### src/rtl/int_fp_mul_pkg.sv
// +----------------------------------------------------------------------------+
// | int_fp_mul_pkg : FP16 field layout, constants and helpers shared by the    |
// |                  INT8/FP16 multiplier. Optional macro: FP_SUBNORMAL_EN.    |
// | Revision       : 1.0                                                       |
// +----------------------------------------------------------------------------+
`default_nettype none

package int_fp_mul_pkg;

  localparam int EXP_W = 5;
  localparam int MAN_W = 10;
  localparam int BIAS  = 15;

  localparam logic [15:0] QNAN    = 16'h7E00;
  localparam logic [15:0] POS_INF = 16'h7C00;

  typedef struct packed {
    logic             sign;
    logic [EXP_W-1:0] exp;
    logic [MAN_W-1:0] man;
  } fp16_t;

  typedef enum logic {
    MODE_INT = 1'b0,
    MODE_FP  = 1'b1
  } mode_e;

  // Leading-zero count of a 10-bit fraction (10 when all zero).
  function automatic logic [3:0] lzc10(input logic [9:0] v);
    logic [3:0] n;
    n = 4'd10;
    for (int i = 0; i < 10; i++) begin
      if (v[i]) n = 4'(9 - i);
    end
    return n;
  endfunction

endpackage

`default_nettype wire

### src/rtl/int_fp_mul_unit_fp16_round_pack.sv
// +----------------------------------------------------------------------------+
// | fp16_round_pack : RNE rounding, overflow/underflow detection and packing   |
// |                   of an FP16 product. Optional macro: FP_SUBNORMAL_EN.     |
// | Revision        : 1.0                                                      |
// +----------------------------------------------------------------------------+
`default_nettype none

module fp16_round_pack
  import int_fp_mul_pkg::*;
(
  input  logic              sign,
  input  logic signed [7:0] exp_in,
  input  logic [10:0]       sig,
  input  logic              guard,
  input  logic              sticky,
  output logic [15:0]       result,
  output logic              overflow,
  output logic              underflow
);

  logic              w_inc;
  logic [11:0]       w_sum;
  logic signed [7:0] w_exp_rnd;
  logic              w_tiny;

  assign w_inc = guard & (sticky | sig[0]);
  assign w_sum = {1'b0, sig} + {11'd0, w_inc};
  // w_sum[11:10] is 2'b01 without a rounding carry and 2'b10 with one.
  assign w_exp_rnd = exp_in - 8'sd1 + $signed({6'd0, w_sum[11:10]});
  assign w_tiny    = (w_exp_rnd < 8'sd1);

`ifdef FP_SUBNORMAL_EN
  logic [3:0]  w_shamt;
  logic [25:0] w_sh;
  logic        w_sub_g;
  logic        w_sub_st;
  logic        w_sub_inc;
  logic [10:0] w_sub_sum;

  // Shifts beyond 13 leave only sticky, so clamp there.
  assign w_shamt   = (exp_in < -8'sd12) ? 4'd13 : (4'd1 - exp_in[3:0]);
  assign w_sh      = {sig, guard, 14'd0} >> w_shamt;
  assign w_sub_g   = w_sh[14];
  assign w_sub_st  = (|w_sh[13:0]) | sticky;
  assign w_sub_inc = w_sub_g & (w_sub_st | w_sh[15]);
  assign w_sub_sum = w_sh[25:15] + {10'd0, w_sub_inc};
`endif

  always_comb begin
    result    = {sign, w_exp_rnd[4:0], w_sum[9:0]};
    overflow  = 1'b0;
    underflow = 1'b0;
    if (!w_tiny) begin
      if (w_exp_rnd >= 8'sd31) begin
        result   = POS_INF | {sign, 15'd0};
        overflow = 1'b1;
      end
    end else begin
`ifdef FP_SUBNORMAL_EN
      // A carry into bit 10 lands on the minimum normal encoding.
      result    = {sign, 4'd0, w_sub_sum};
      underflow = w_sub_g | w_sub_st;
`else
      result    = {sign, 15'd0};
      underflow = 1'b1;
`endif
    end
  end

endmodule

`default_nettype wire

### src/rtl/int_fp_mul_unit.sv
// +----------------------------------------------------------------------------+
// | int_fp_mul_unit : dual-mode FP16 / signed INT8 multiplier, 1-cycle latency.|
// |                   Optional macro: FP_SUBNORMAL_EN (gradual underflow).     |
// | Revision        : 1.0                                                      |
// +----------------------------------------------------------------------------+
`default_nettype none

module int_fp_mul_unit
  import int_fp_mul_pkg::*;
(
  input  logic        clk,
  input  logic        reset,
  input  logic        in_valid,
  input  logic        mode,
  input  logic [15:0] input1,
  input  logic [15:0] input2,
  output logic        out_valid,
  output logic [15:0] result,
  output logic        overflow,
  output logic        underflow
);

  fp16_t             w_a, w_b;
  logic              w_nan_a, w_nan_b, w_inf_a, w_inf_b, w_zero_a, w_zero_b;
  logic [10:0]       w_sig_a, w_sig_b;
  logic signed [7:0] w_exp_a, w_exp_b;
  logic [7:0]        w_mag_a, w_mag_b;
  logic [10:0]       w_mul_a, w_mul_b;
  logic [21:0]       w_prod;
  logic              w_fp_sign, w_norm;
  logic [15:0]       w_int_res;
  logic [10:0]       w_fp_sig;
  logic              w_fp_guard, w_fp_sticky;
  logic signed [7:0] w_fp_exp;
  logic [15:0]       w_rp_result;
  logic              w_rp_ovf, w_rp_unf;
  logic [15:0]       w_res;
  logic              w_ovf, w_unf;
  logic              r_out_valid, r_ovf, r_unf;
  logic [15:0]       r_result;

  assign w_a = fp16_t'(input1);
  assign w_b = fp16_t'(input2);

  assign w_nan_a = (w_a.exp == '1) && (w_a.man != '0);
  assign w_nan_b = (w_b.exp == '1) && (w_b.man != '0);
  assign w_inf_a = (w_a.exp == '1) && (w_a.man == '0);
  assign w_inf_b = (w_b.exp == '1) && (w_b.man == '0);
`ifdef FP_SUBNORMAL_EN
  assign w_zero_a = (w_a.exp == '0) && (w_a.man == '0);
  assign w_zero_b = (w_b.exp == '0) && (w_b.man == '0);
`else
  assign w_zero_a = (w_a.exp == '0);
  assign w_zero_b = (w_b.exp == '0);
`endif

  always_comb begin
    w_sig_a = {1'b1, w_a.man};
    w_exp_a = {3'b000, w_a.exp};
    w_sig_b = {1'b1, w_b.man};
    w_exp_b = {3'b000, w_b.exp};
`ifdef FP_SUBNORMAL_EN
    // Subnormals are pre-normalised so the product stays in [1,4).
    if (w_a.exp == '0) begin
      w_sig_a = {1'b0, w_a.man} << (lzc10(w_a.man) + 4'd1);
      w_exp_a = 8'sd0 - $signed({4'd0, lzc10(w_a.man)});
    end
    if (w_b.exp == '0) begin
      w_sig_b = {1'b0, w_b.man} << (lzc10(w_b.man) + 4'd1);
      w_exp_b = 8'sd0 - $signed({4'd0, lzc10(w_b.man)});
    end
`endif
  end

  // INT8 path reuses the significand multiplier on magnitudes.
  assign w_mag_a = input1[7] ? (8'd0 - input1[7:0]) : input1[7:0];
  assign w_mag_b = input2[7] ? (8'd0 - input2[7:0]) : input2[7:0];
  assign w_mul_a = (mode_e'(mode) == MODE_FP) ? w_sig_a : {3'd0, w_mag_a};
  assign w_mul_b = (mode_e'(mode) == MODE_FP) ? w_sig_b : {3'd0, w_mag_b};
  assign w_prod  = {11'd0, w_mul_a} * {11'd0, w_mul_b};

  assign w_int_res = (input1[7] ^ input2[7]) ? (16'd0 - w_prod[15:0]) : w_prod[15:0];

  assign w_fp_sign   = w_a.sign ^ w_b.sign;
  assign w_norm      = w_prod[21];
  assign w_fp_sig    = w_norm ? w_prod[21:11] : w_prod[20:10];
  assign w_fp_guard  = w_norm ? w_prod[10] : w_prod[9];
  assign w_fp_sticky = w_norm ? (|w_prod[9:0]) : (|w_prod[8:0]);
  assign w_fp_exp    = w_exp_a + w_exp_b - 8'(BIAS) + {7'd0, w_norm};

  fp16_round_pack u_round_pack (
    .sign      (w_fp_sign),
    .exp_in    (w_fp_exp),
    .sig       (w_fp_sig),
    .guard     (w_fp_guard),
    .sticky    (w_fp_sticky),
    .result    (w_rp_result),
    .overflow  (w_rp_ovf),
    .underflow (w_rp_unf)
  );

  always_comb begin
    w_res = w_rp_result;
    w_ovf = w_rp_ovf;
    w_unf = w_rp_unf;
    if (mode_e'(mode) == MODE_INT) begin
      w_res = w_int_res;
      w_ovf = 1'b0;
      w_unf = 1'b0;
    end else if (w_nan_a || w_nan_b || (w_inf_a && w_zero_b) || (w_zero_a && w_inf_b)) begin
      w_res = QNAN;
      w_ovf = 1'b0;
      w_unf = 1'b0;
    end else if (w_inf_a || w_inf_b) begin
      w_res = POS_INF | {w_fp_sign, 15'd0};
      w_ovf = 1'b0;
      w_unf = 1'b0;
    end else if (w_zero_a || w_zero_b) begin
      w_res = {w_fp_sign, 15'd0};
      w_ovf = 1'b0;
      w_unf = 1'b0;
    end
  end

  always_ff @(posedge clk or posedge reset) begin
    if (reset) begin
      r_out_valid <= 1'b0;
      r_result    <= 16'd0;
      r_ovf       <= 1'b0;
      r_unf       <= 1'b0;
    end else begin
      r_out_valid <= in_valid;
      if (in_valid) begin
        r_result <= w_res;
        r_ovf    <= w_ovf;
        r_unf    <= w_unf;
      end
    end
  end

  assign out_valid = r_out_valid;
  assign result    = r_result;
  assign overflow  = r_ovf;
  assign underflow = r_unf;

endmodule

`default_nettype wire

### config.mk
export PLATFORM = sky130hd
export DESIGN_NAME = int_fp_mul_unit
export DESIGN_NICKNAME = d
export VERILOG_FILES = /design/src/rtl/int_fp_mul_pkg.sv /design/src/rtl/int_fp_mul_unit_fp16_round_pack.sv /design/src/rtl/int_fp_mul_unit.sv
export SDC_FILE = /design/constraint.sdc
export NUM_CORES = 1
export LEC_CHECK = 0
export ABC_AREA = 0
export BUFFER_PORTS_ARGS = -buffer_cell sky130_fd_sc_hd__buf_2
export CAP_MARGIN = 0
export CORE_ASPECT_RATIO = 0.5
export CORE_MARGIN = 3
export CORE_UTILIZATION = 43
export CTS_BUF_LIST = sky130_fd_sc_hd__clkbuf_8
export CTS_CLUSTER_DIAMETER = 150
export DETAILED_ROUTE_END_ITERATION = 6
export MAX_ROUTING_LAYER = met4
export PLACE_DENSITY = 0.71
export SYNTH_ARGS = -nofsm -noshare
export SYNTH_HDL_FRONTEND = slang
export SYNTH_SLANG_ARGS = --single-unit
### constraint.sdc
create_clock -name clk -period 1.1 [get_ports clk]
set_clock_uncertainty 0.05 [all_clocks]
set_input_delay 0.055 -clock clk [delete_from_list [all_inputs] [get_ports clk]]
set_output_delay 0.055 -clock clk [all_outputs]
set_load 0.02 [all_outputs]
==> reports/summary.txt, run 1 <==
======================================================================================
Final hold viol count                                                                0
Post-detailed-placement half-perimeter wirelength                             17900 um
Top_reg_cell synth                                                             dfrtp_1
Total routed wirelength                                                       22400 um
Row Count                                                                           32
Number of instances in the synthesized netlist                                     850
Total of endpoints with negative setup slack in the final report                    18
Min Tclk post-route                                                            9.24 ns
Hold WC Path Type                                                         primary input to flip-flop
Clk slew on worst S/H paths                                                    0.07 ns
Final RePlAce weighted congestion                                                0.964
Number of antenna violations at the first check in global routing                    0
Number of flip-flops and latches in the synthesized netlist                         19
Max Clock Freq                                                               0.108 GHz
Antenna-violating nets left                                                          0
Cell with the largest stage delay on the worst path                              or4_4
Post-synthesis instance area                                                 6940 um^2
First-pass GRT wire length                                                    35300 um
Clock latency on the worst-skew pair                                           0.25 ns
Overflow left after global routing                                                   0
Post-synth EDFFs                                                                     0
Inserted Clock Buffers                                                               3
Data arrival time at the worst-slack endpoint                                  9.36 ns
Kind of launch point of the worst setup path                              primary input
Core Footprint                                                              15600 um^2
Sinks on Clock Net                                                                  19
Ports placed on the boundary                                                        55
Detail-routed net length per standard cell                                     16.4 um
Die Wd                                                                          186 um
H-tree levels                                                                        1
Aggregate global-route resource usage                                            0.253
Fraction of the core area covered by cells at the end of the flow                0.671
Violations in the final reports                                           setup timing
Die footprint                                                               17800 um^2
DRT iter0 DRCs                                                                     294
Pre-CTS setup slack                                                           -8.59 ns
Avg Synthesized Cell Area                                                    8.16 um^2
Category of the worst setup path capture point                               flip-flop
Count of synthesis-stage warnings from yosys                                         0
Final setup margin                                                            -8.14 ns
IO Port Bufs                                                                        54
Result of the run                                                         finished, violations left
Actual transition at the worst max-transition pin                             0.488 ns
Critical path class                                                       primary input to flip-flop
Routed via count divided by cell count                                            5.35
Length of the first detailed-routing pass in iterations                              5
Syn nets                                                                          1051
Vias in the first global route                                                    7387
Max Fanout on Critical Path                                                          7
Crit-path max cell delay                                                       0.54 ns
Hold_ws                                                                      0.0952 ns
Via Count                                                                         7312
Maximum number of pins on one net before global-route repair                        25
Seq/Total Area, Yosys                                                           0.0685
Ant diodes                                                                           0
Number of max-slew violations in the final report                                    0
CTS max path bufs                                                                    2
Total of max-cap violations                                                          0
Part of the cycle the worst path needs                                            8.40
Detailed-route DRC error count                                                       0
Worst relative slew slack                                                        0.666
CTS tree                                                                         built
Unrepaired setup endpoints after global routing                                   true
CTS root buffer                                                               clkbuf_8
Initial standard-cell utilization of the core                                    0.444
Post-layout nets                                                                  1364
Fraction of final layout cells sized beyond drive strength 1                     0.420
Floorplan die height                                                           95.8 um
Number of distinct standard cells referenced by the synthesized netlist             81
Async SR Flop Fraction                                                            1.00
Layout-stage area growth over the synthesis result                               51.0%
Required time worst endpoint                                                   1.22 ns
Most used cell, CP                                                                fa_1
======================================================================================
[path summary, 6_finish.rpt]
| path | start | to | slack, ns | depth (start not counted) |
|---|---|---|---|---|
| max reg2reg | result[11] | result[11] | 0.22 | 2 |
| min in group asynchronous | reset | result[12] | 0.31 | 4 |
| min reg2reg | result[13] | result[13] | 0.44 | 1 |
| max | input1[3] | result[10] | -8.14 | 43 |
| min | in_valid | out_valid | 0.1 | 2 |
| max in group asynchronous | reset | overflow | 0.49 | 4 |
[repair_timing]
action / in CTS / in global routing
hold buffers: 1 / 0
setup buffers: 33 / 16
gates resized for setup: 86 / 55
setup endpoints to repair: 18 / 18
endpoints found under the hold margin: 19 / 0
pin swaps: 45 / 37
[cells in the mapped netlist, types with 8 or more instances]
cell | number | area, um^2
nand3_1 | 22 | 110
clkbuf_1 | 22 | 82.6
inv_1 | 142 | 533
nand2_1 | 87 | 327
dfrtp_1 | 19 | 475
fa_1 | 82 | 1640
nor3_1 | 17 | 85.1
xnor2_1 | 21 | 184
mux2i_1 | 8 | 80.1
o21ai_0 | 25 | 125
xor2_1 | 29 | 254
and2_1 | 26 | 163
nor2_1 | 50 | 188
a21oi_1 | 31 | 155
a21o_1 | 16 | 120
ha_1 | 83 | 1040
and3_1 | 30 | 188
a31oi_1 | 10 | 62.6
or3_1 | 8 | 50.1
[worst max-delay path: cells and delay by family]
family | cells | cell delay (ns)
AO/OA/AOI/OAI | 14 | 2.71
adder cells (fa/ha/maj) | 10 | 3.72
XOR/XNOR | 1 | 0.20
AND/OR/NAND/NOR | 11 | 2.07
buffers and inverters | 7 | 0.60
[stage by stage]
stage | instances | cell area [um^2] | TNS (ns)
final | 1366 | 10500 | -140.09
after global placement | 1314 | 9450 | -145.33
after detailed placement | 1314 | 9450 | -148.09
after CTS | 1350 | 10100 | -138.25
after global routing | 1366 | 10500 | -145.97
after floorplan | 850 | 7380 | -136.39
[placed cells by master (no fill, tap or decap), types with 10 or more instances in the layout]
master,n
xnor2_1,19
buf_2,47
xor2_1,18
dfrtp_1,19
and3_1,24
and2_1,25
buf_6,20
ha_4,11
a21oi_1,23
o21ai_0,16
nor3_1,13
ha_1,70
nand2_1,71
inv_1,128
nor2_1,42
fa_1,75
nand3_1,19
nand2_2,10
buf_4,263
a21o_1,15
[area by class of cell]
cell class	instances	area [um^2]
Multi-Input combinational cell	661	6620
Fill cell	1188	5130
Timing Repair Buffer	335	2520
Inverter	143	564
Sequential cell	19	475
Tap cell	204	255
Clock buffer	3	41.3
Clock inverter	1	5.00
[registers in the layout (all words and copies together) (netlist names)]
signal     cells
result        16
out_valid      1
overflow       1
underflow      1
[per-layer routing]
metal,GRT usage,part of all wire
met5,-,0
met4,0.0477,0.020
met3,0.0389,0.061
met2,0.438,0.48
met1,0.322,0.44
[cells by family (layout without fill, tap and decap cells)]
family                   count (synthesis)  in the layout  share of synthesized area
buffers and inverters                  170            482                     0.0954
XOR/XNOR                                52             52                     0.0678
AO/OA/AOI/OAI                          151            151                      0.160
AND/OR/NAND/NOR                        282            282                      0.206
adder cells (fa/ha/maj)                165            165                      0.386
multiplexers                            11             11                     0.0164
flip-flops                              19             19                     0.0685
Power of run 1 is not shown: default switching activity piles up to over one toggle a cycle in this logic, so the estimate is an artifact.
==> run 2: changes to the inputs <==
Settings changed: ABC_AREA 0 to 1.
Clock period 1.1 ns to 10.1 ns, I/O delays scaled along.
==> run 2 against run 1 <==
Net effect:
- the flow now finishes without violations
- synthesized cell count increased by 28%
- non-clock buffer count decreased by 267
- core utilization decreased by 18 points
- critical path type unchanged
- critical endpoint is now result[6]
==> reports/summary.txt, run 2 <==
======================================================================================
Result of the run                                                         finished, final reports clean
Avg Synthesized Cell Area                                                    6.58 um^2
H-tree levels                                                                        1
Syn nets                                                                          1289
Post-synth EDFFs                                                                     0
Sinks on Clock Net                                                                  19
Hold WC Path Type                                                         primary input to async pin
Number of max-slew violations in the final report                                    0
Max Fanout on Critical Path                                                          7
Ports placed on the boundary                                                        55
Worst relative slew slack                                                        0.493
Clk slew on worst S/H paths                                                    0.08 ns
Layout-stage area growth over the synthesis result                               9.42%
Ant diodes                                                                           0
Top_reg_cell synth                                                             dfrtp_1
Post-synth top area share                                                        0.229
Aggregate global-route resource usage                                            0.222
Most frequent standard cell in the layout excluding fill and tap cells         nand2_1
Async SR Flop Fraction                                                            1.00
Count of synthesis-stage warnings from yosys                                         0
Reg2Reg Launch Point                                                         result[0]
Post-place instance area                                                     7760 um^2
Leading cell types in the layout, fill and taps excluded                  282 x nand2_1, 259 x inv_1, 90 x nor2_1
Number of antenna violations at the first check in global routing                    0
Clock latency on the worst-skew pair                                           0.26 ns
Top cells by area, synth                                                  fa_1 23%, nand2_1 15%, ha_1 15%, inv_1 14%, dfrtp_1 6.6%
Number of flip-flops and latches in the synthesized netlist                         19
Inserted Clock Buffers                                                               3
Non-Filler Cell Area, Final                                                  7830 um^2
Die footprint                                                               18300 um^2
Cell types with the highest counts after synthesis                        282 x nand2_1, 262 x inv_1, 90 x nor2_1, 83 x ha_1, 82 x fa_1
Detail-routed net length per standard cell                                     14.3 um
Seq/Total Area, Yosys                                                           0.0664
Setup TNS                                                                         0 ns
Flip-flop count of the largest register, all copies and words added                 16
R2R setup slack                                                                9.33 ns
Final hold viol count                                                                0
Data arrival time at the worst-slack endpoint                                  9.56 ns
Path depth of the worst reg2reg path                                                 2
Total of max-cap violations                                                          0
Initial standard-cell utilization of the core                                    0.451
CTS max path bufs                                                                    2
Crit-path max cell delay                                                       0.54 ns
Vias in the first global route                                                    6804
End of the worst register-to-register path                                   result[0]
Required time worst endpoint                                                  10.24 ns
Fraction of the core area covered by cells at the end of the flow                0.494
Core Footprint                                                              15900 um^2
Antenna-violating nets left                                                          0
First-pass GRT wire length                                                    32900 um
CTS tree                                                                         built
Detailed-route DRC error count                                                       0
Total routed wirelength                                                       19600 um
Maximum number of pins on one net before global-route repair                        24
Filler cells                                                                      1614
Via Count                                                                         6893
Die Wd                                                                          188 um
Kind of launch point of the worst setup path                              primary input
Most frequent cell after synthesis                                             nand2_1
Length of the first detailed-routing pass in iterations                              5
Final RePlAce weighted congestion                                                0.976
Routed via count divided by cell count                                            5.03
CTS root buffer                                                               clkbuf_8
Number of distinct standard cells referenced by the synthesized netlist             40
Most used cell, CP                                                             nand2_1
Post-layout nets                                                                  1352
Row Count                                                                           32
Floorplan die height                                                           97.2 um
Cell with the largest stage delay on the worst path                               fa_1
Post-synthesis instance area                                                 7160 um^2
Largest area contributor in the synthesized netlist                               fa_1
Max Clock Freq                                                               0.106 GHz
Total of endpoints with negative setup slack in the final report                     0
Min Tclk post-route                                                            9.42 ns
IO Port Bufs                                                                        54
Quantity of hold-fixing buffers added after cts                                      0
DRT iter0 DRCs                                                                     379
Number of instances in the synthesized netlist                                    1088
Post-detailed-placement half-perimeter wirelength                             17000 um
Category of the worst setup path capture point                               flip-flop
Overflow left after global routing                                                   0
Actual transition at the worst max-transition pin                             0.760 ns
Critical path class                                                       primary input to flip-flop
Fraction of final layout cells sized beyond drive strength 1                     0.104
Part of the cycle the worst path needs                                           0.933
======================================================================================
==> run 2: cell count changes after synthesis, sizes merged, moves of 25 or more <==
cell   previous run  this run
inv             143       271
and3             30         0
nand2            88       295
nand3            23        62
and2             26         1
nor2             50        94
==> run 2: area by class of cell <==
| class | count | area, um^2 | area share |
|---|---|---|---|
| repair buffers | 68 | 375 | 0.0479 |
| clock inverters | 1 | 5.00 | 0.000639 |
| inverters | 277 | 1040 | 0.133 |
| multi-input cells | 782 | 5610 | 0.717 |
| flip-flops and latches | 19 | 475 | 0.0607 |
| clock buffers | 3 | 41.3 | 0.00527 |
| well taps | 221 | 277 | 0.0353 |
==> run 2: worst max-delay path: cells and delay by family <==
kind	cells	cell delay, ns
AND/OR/NAND/NOR	21	2.30
adder cells (fa/ha/maj)	11	4.10
buffers and inverters	13	1.47
AO/OA/AOI/OAI	4	0.60
XOR/XNOR	3	0.57
==> run 2: worst max-delay path by stage <==
stage / from / end / slack (ns) / cells past startpoint
2_1_floorplan: input2[0] / result[0] / 1.10 / 53
3_3_place_gp: input2[0] / result[0] / 0.38 / 53
3_5_place_dp: input2[0] / result[5] / 0.18 / 53
4_1_cts: input2[0] / result[5] / 0.46 / 53
5_1_grt: input1[0] / result[6] / -0.06 / 55
6_report: input1[0] / result[6] / 0.68 / 52
==> run 2: logic make-up (layout without fill, tap and decap cells) <==
kind of cell,after synthesis,after routing,synth area share
simple gates,489,489,0.298
flops,19,19,0.0664
fa+ha+maj,165,165,0.374
xor+xnor,24,24,0.0315
buf+inv,287,349,0.151
compound gates,104,104,0.0792
==> run 2: metrics by stage <==
| step | hold WS (ns) | std cells | setup slack (ns) |
|---|---|---|---|
| 5_1_grt | 0.375 | 1371 | -0.0616 |
| 3_5_place_dp | 0.422 | 1365 | 0.184 |
| 4_1_cts | 0.335 | 1369 | 0.458 |
| 3_3_place_gp | 0.431 | 1365 | 0.385 |
| 2_1_floorplan | 0.406 | 1088 | 1.10 |
| 6_report | 0.312 | 1371 | 0.676 |
==> run 2: metal layers <==
| layer | vias to the layer above | part of all wire | global-route usage |
|---|---|---|---|
| met4 | 0 | 0.025 | 0.0537 |
| met5 | - | 0 | - |
| li1 | 3420 | - | - |
| met1 | 3202 | 0.46 | 0.306 |
| met3 | 38 | 0.068 | 0.0216 |
| met2 | 233 | 0.45 | 0.355 |
==> run 2: what timing repair did <==
action / 4_1_cts / 5_1_grt
endpoints found under the setup margin: 0 / 15
endpoints found under the hold margin: 0 / 0
gates resized for setup: 0 / 6
buffers inserted: 0 / 2
Power of run 2 is left out for the same reason.
==> run 3: changes to the inputs <==
Settings changed: CTS_BUF_LIST sky130_fd_sc_hd__clkbuf_8 to unset, PLACE_DENSITY 0.71 to unset, RECOVER_POWER set to 50.
==> run 3 against run 2 <==
Net effect:
- non-clock buffer count rose by 4
- critical path depth is 7 lower
- cell count grew 0.29%
- fmax barely moved
- global-route usage up 0.50 points
- clock-buffer cell count increased by 1
- final area increased by 0.67%
==> reports/summary.txt, run 3 (synthesis gave the netlist of run 2 again) <==
=====================================================================================
Most frequent standard cell in the layout excluding fill and tap cells        nand2_1
Min Tclk post-route                                                           9.42 ns
Post-layout nets                                                                 1356
Inserted Clock Buffers                                                              3
Vias in the first global route                                                   6690
Max Clock Freq                                                              0.106 GHz
Leading cell types in the layout, fill and taps excluded                 282 x nand2_1, 260 x inv_1, 89 x nor2_1
Hold WC Path Type                                                        primary input to async pin
Aggregate global-route resource usage                                           0.227
Row Count                                                                          32
Core Footprint                                                             15900 um^2
Antenna-violating nets left                                                         0
Required time worst endpoint                                                 10.21 ns
Critical path class                                                      primary input to flip-flop
Maximum number of pins on one net before global-route repair                       26
Result of the run                                                        finished, final reports clean
Overflow left after global routing                                                  0
Total of max-cap violations                                                         0
Flip-flop count of the largest register, all copies and words added                16
Final Non-Filler Cells                                                           1375
CTS max path bufs                                                                   2
Detailed-route DRC error count                                                      0
Non-Filler Cell Area, Final                                                 7880 um^2
Placed cell count                                                                1370
First-pass GRT wire length                                                   33100 um
Die Wd                                                                         188 um
Detail-routed net length per standard cell                                    14.8 um
Actual transition at the worst max-transition pin                             1.01 ns
Layout-stage area growth over the synthesis result                              10.2%
Post-detailed-placement half-perimeter wirelength                            17700 um
Most used cell, CP                                                            nand2_1
Length of the first detailed-routing pass in iterations                             5
Clk slew on worst S/H paths                                                   0.05 ns
Fraction of final layout cells sized beyond drive strength 1                   0.0988
Part of the cycle the worst path needs                                          0.933
Data arrival time at the worst-slack endpoint                                 9.53 ns
Power per unit of standard cell area                                      349 nW/um^2
Total routed wirelength                                                      20300 um
Post-place instance area                                                    7790 um^2
Kind of launch point of the worst setup path                             primary input
Cell with the largest stage delay on the worst path                              fa_1
Setup TNS                                                                        0 ns
Number of antenna violations at the first check in global routing                   0
Final hold viol count                                                               0
Initial standard-cell utilization of the core                                   0.451
Max Fanout on Critical Path                                                        25
DRT iter0 DRCs                                                                    391
Final RePlAce weighted congestion                                               0.971
Category of the worst setup path capture point                              flip-flop
CTS root buffer                                                             clkbuf_16
Crit-path max cell delay                                                      0.56 ns
Ant diodes                                                                          0
Via Count                                                                        6889
CTS tree                                                                        built
Hold_ws                                                                      0.315 ns
Unrepaired setup endpoints after global routing                                 false
Ports placed on the boundary                                                       55
Pleak                                                                         4.63 nW
Sinks on Clock Net                                                                 19
Clock latency on the worst-skew pair                                          0.25 ns
Total of endpoints with negative setup slack in the final report                    0
Highest ir drop seen on vdd                                                  0.218 mV
Floorplan die height                                                          97.2 um
Die footprint                                                              18300 um^2
Worst relative slew slack                                                       0.330
IO Port Bufs                                                                       54
H-tree levels                                                                       1
Routed via count divided by cell count                                           5.01
Filler cells                                                                     1698
Number of max-slew violations in the final report                                   0
=====================================================================================
run 3: cell count changes in the layout (fill, tap and decap cells not counted), sizes merged:
cell / before / now
clkinv: 6 / 5
clkbuf: 3 / 13
buf: 68 / 63
run 3: cell type report:
class	count	area, um^2	share of cell area
Sequential cell	19	475	0.0603
Tap cell	221	277	0.0351
Clock buffer	4	78.8	0.0100
Timing Repair Buffer	72	394	0.0500
Inverter	277	1040	0.132
Multi-Input combinational cell	782	5620	0.712
run 3: critical path, delay by kind of cell:
family          cells  cell delay (ns)
compound gates      4             0.56
xor+xnor            3             0.58
buf+inv            10             1.54
fa+ha+maj          10             4.04
simple gates       18             2.30
run 3: metrics by stage:
| step | power, mW | worst slack [ns] | util |
|---|---|---|---|
| after floorplan | 2.03 | 1.10 | - |
| after global placement | 2.62 | 0.396 | 0.492 |
| after detailed placement | 2.62 | 0.353 | 0.492 |
| after CTS | 2.74 | 0.557 | 0.497 |
| after global routing | 3.11 | 0.103 | 0.497 |
| final | 2.75 | 0.676 | 0.497 |
run 3: path summary, 6_finish.rpt:
check                      startpoint         end  slack (ns)  cells after the start
hold reg to reg             underflow   underflow        0.44                      2
hold / removal                  reset  result[11]        0.32                      2
min in group clk            underflow   underflow        0.44                      2
setup reg to reg            result[6]   result[6]        9.33                      2
setup / recovery                 mode   result[6]        0.68                     45
max in group asynchronous       reset   result[7]        9.23                      2
run 3: timing repair:
action                     CTS  global route
setup endpoints to repair    0            12
resized for setup            0             6
buffers inserted             0             1
hold buffers                 0             0
run 3: layer usage:
| layer | part of all wire | global-route usage | wire, um |
|---|---|---|---|
| met5 | 0 | - | 0 |
| met4 | 0.016 | 0.0469 | 325 |
| met3 | 0.056 | 0.0281 | 1140 |
| met2 | 0.43 | 0.347 | 8800 |
| met1 | 0.49 | 0.325 | 10000 |
run 3: power breakdown:
part,switching [mW],internal [mW],leakage [nW]
Combinational,1.69,0.856,4.37
Sequential,0.0180,0.108,0.225
Clock,0.0275,0.0537,0.0382
Power figures use the tool's default switching activity.
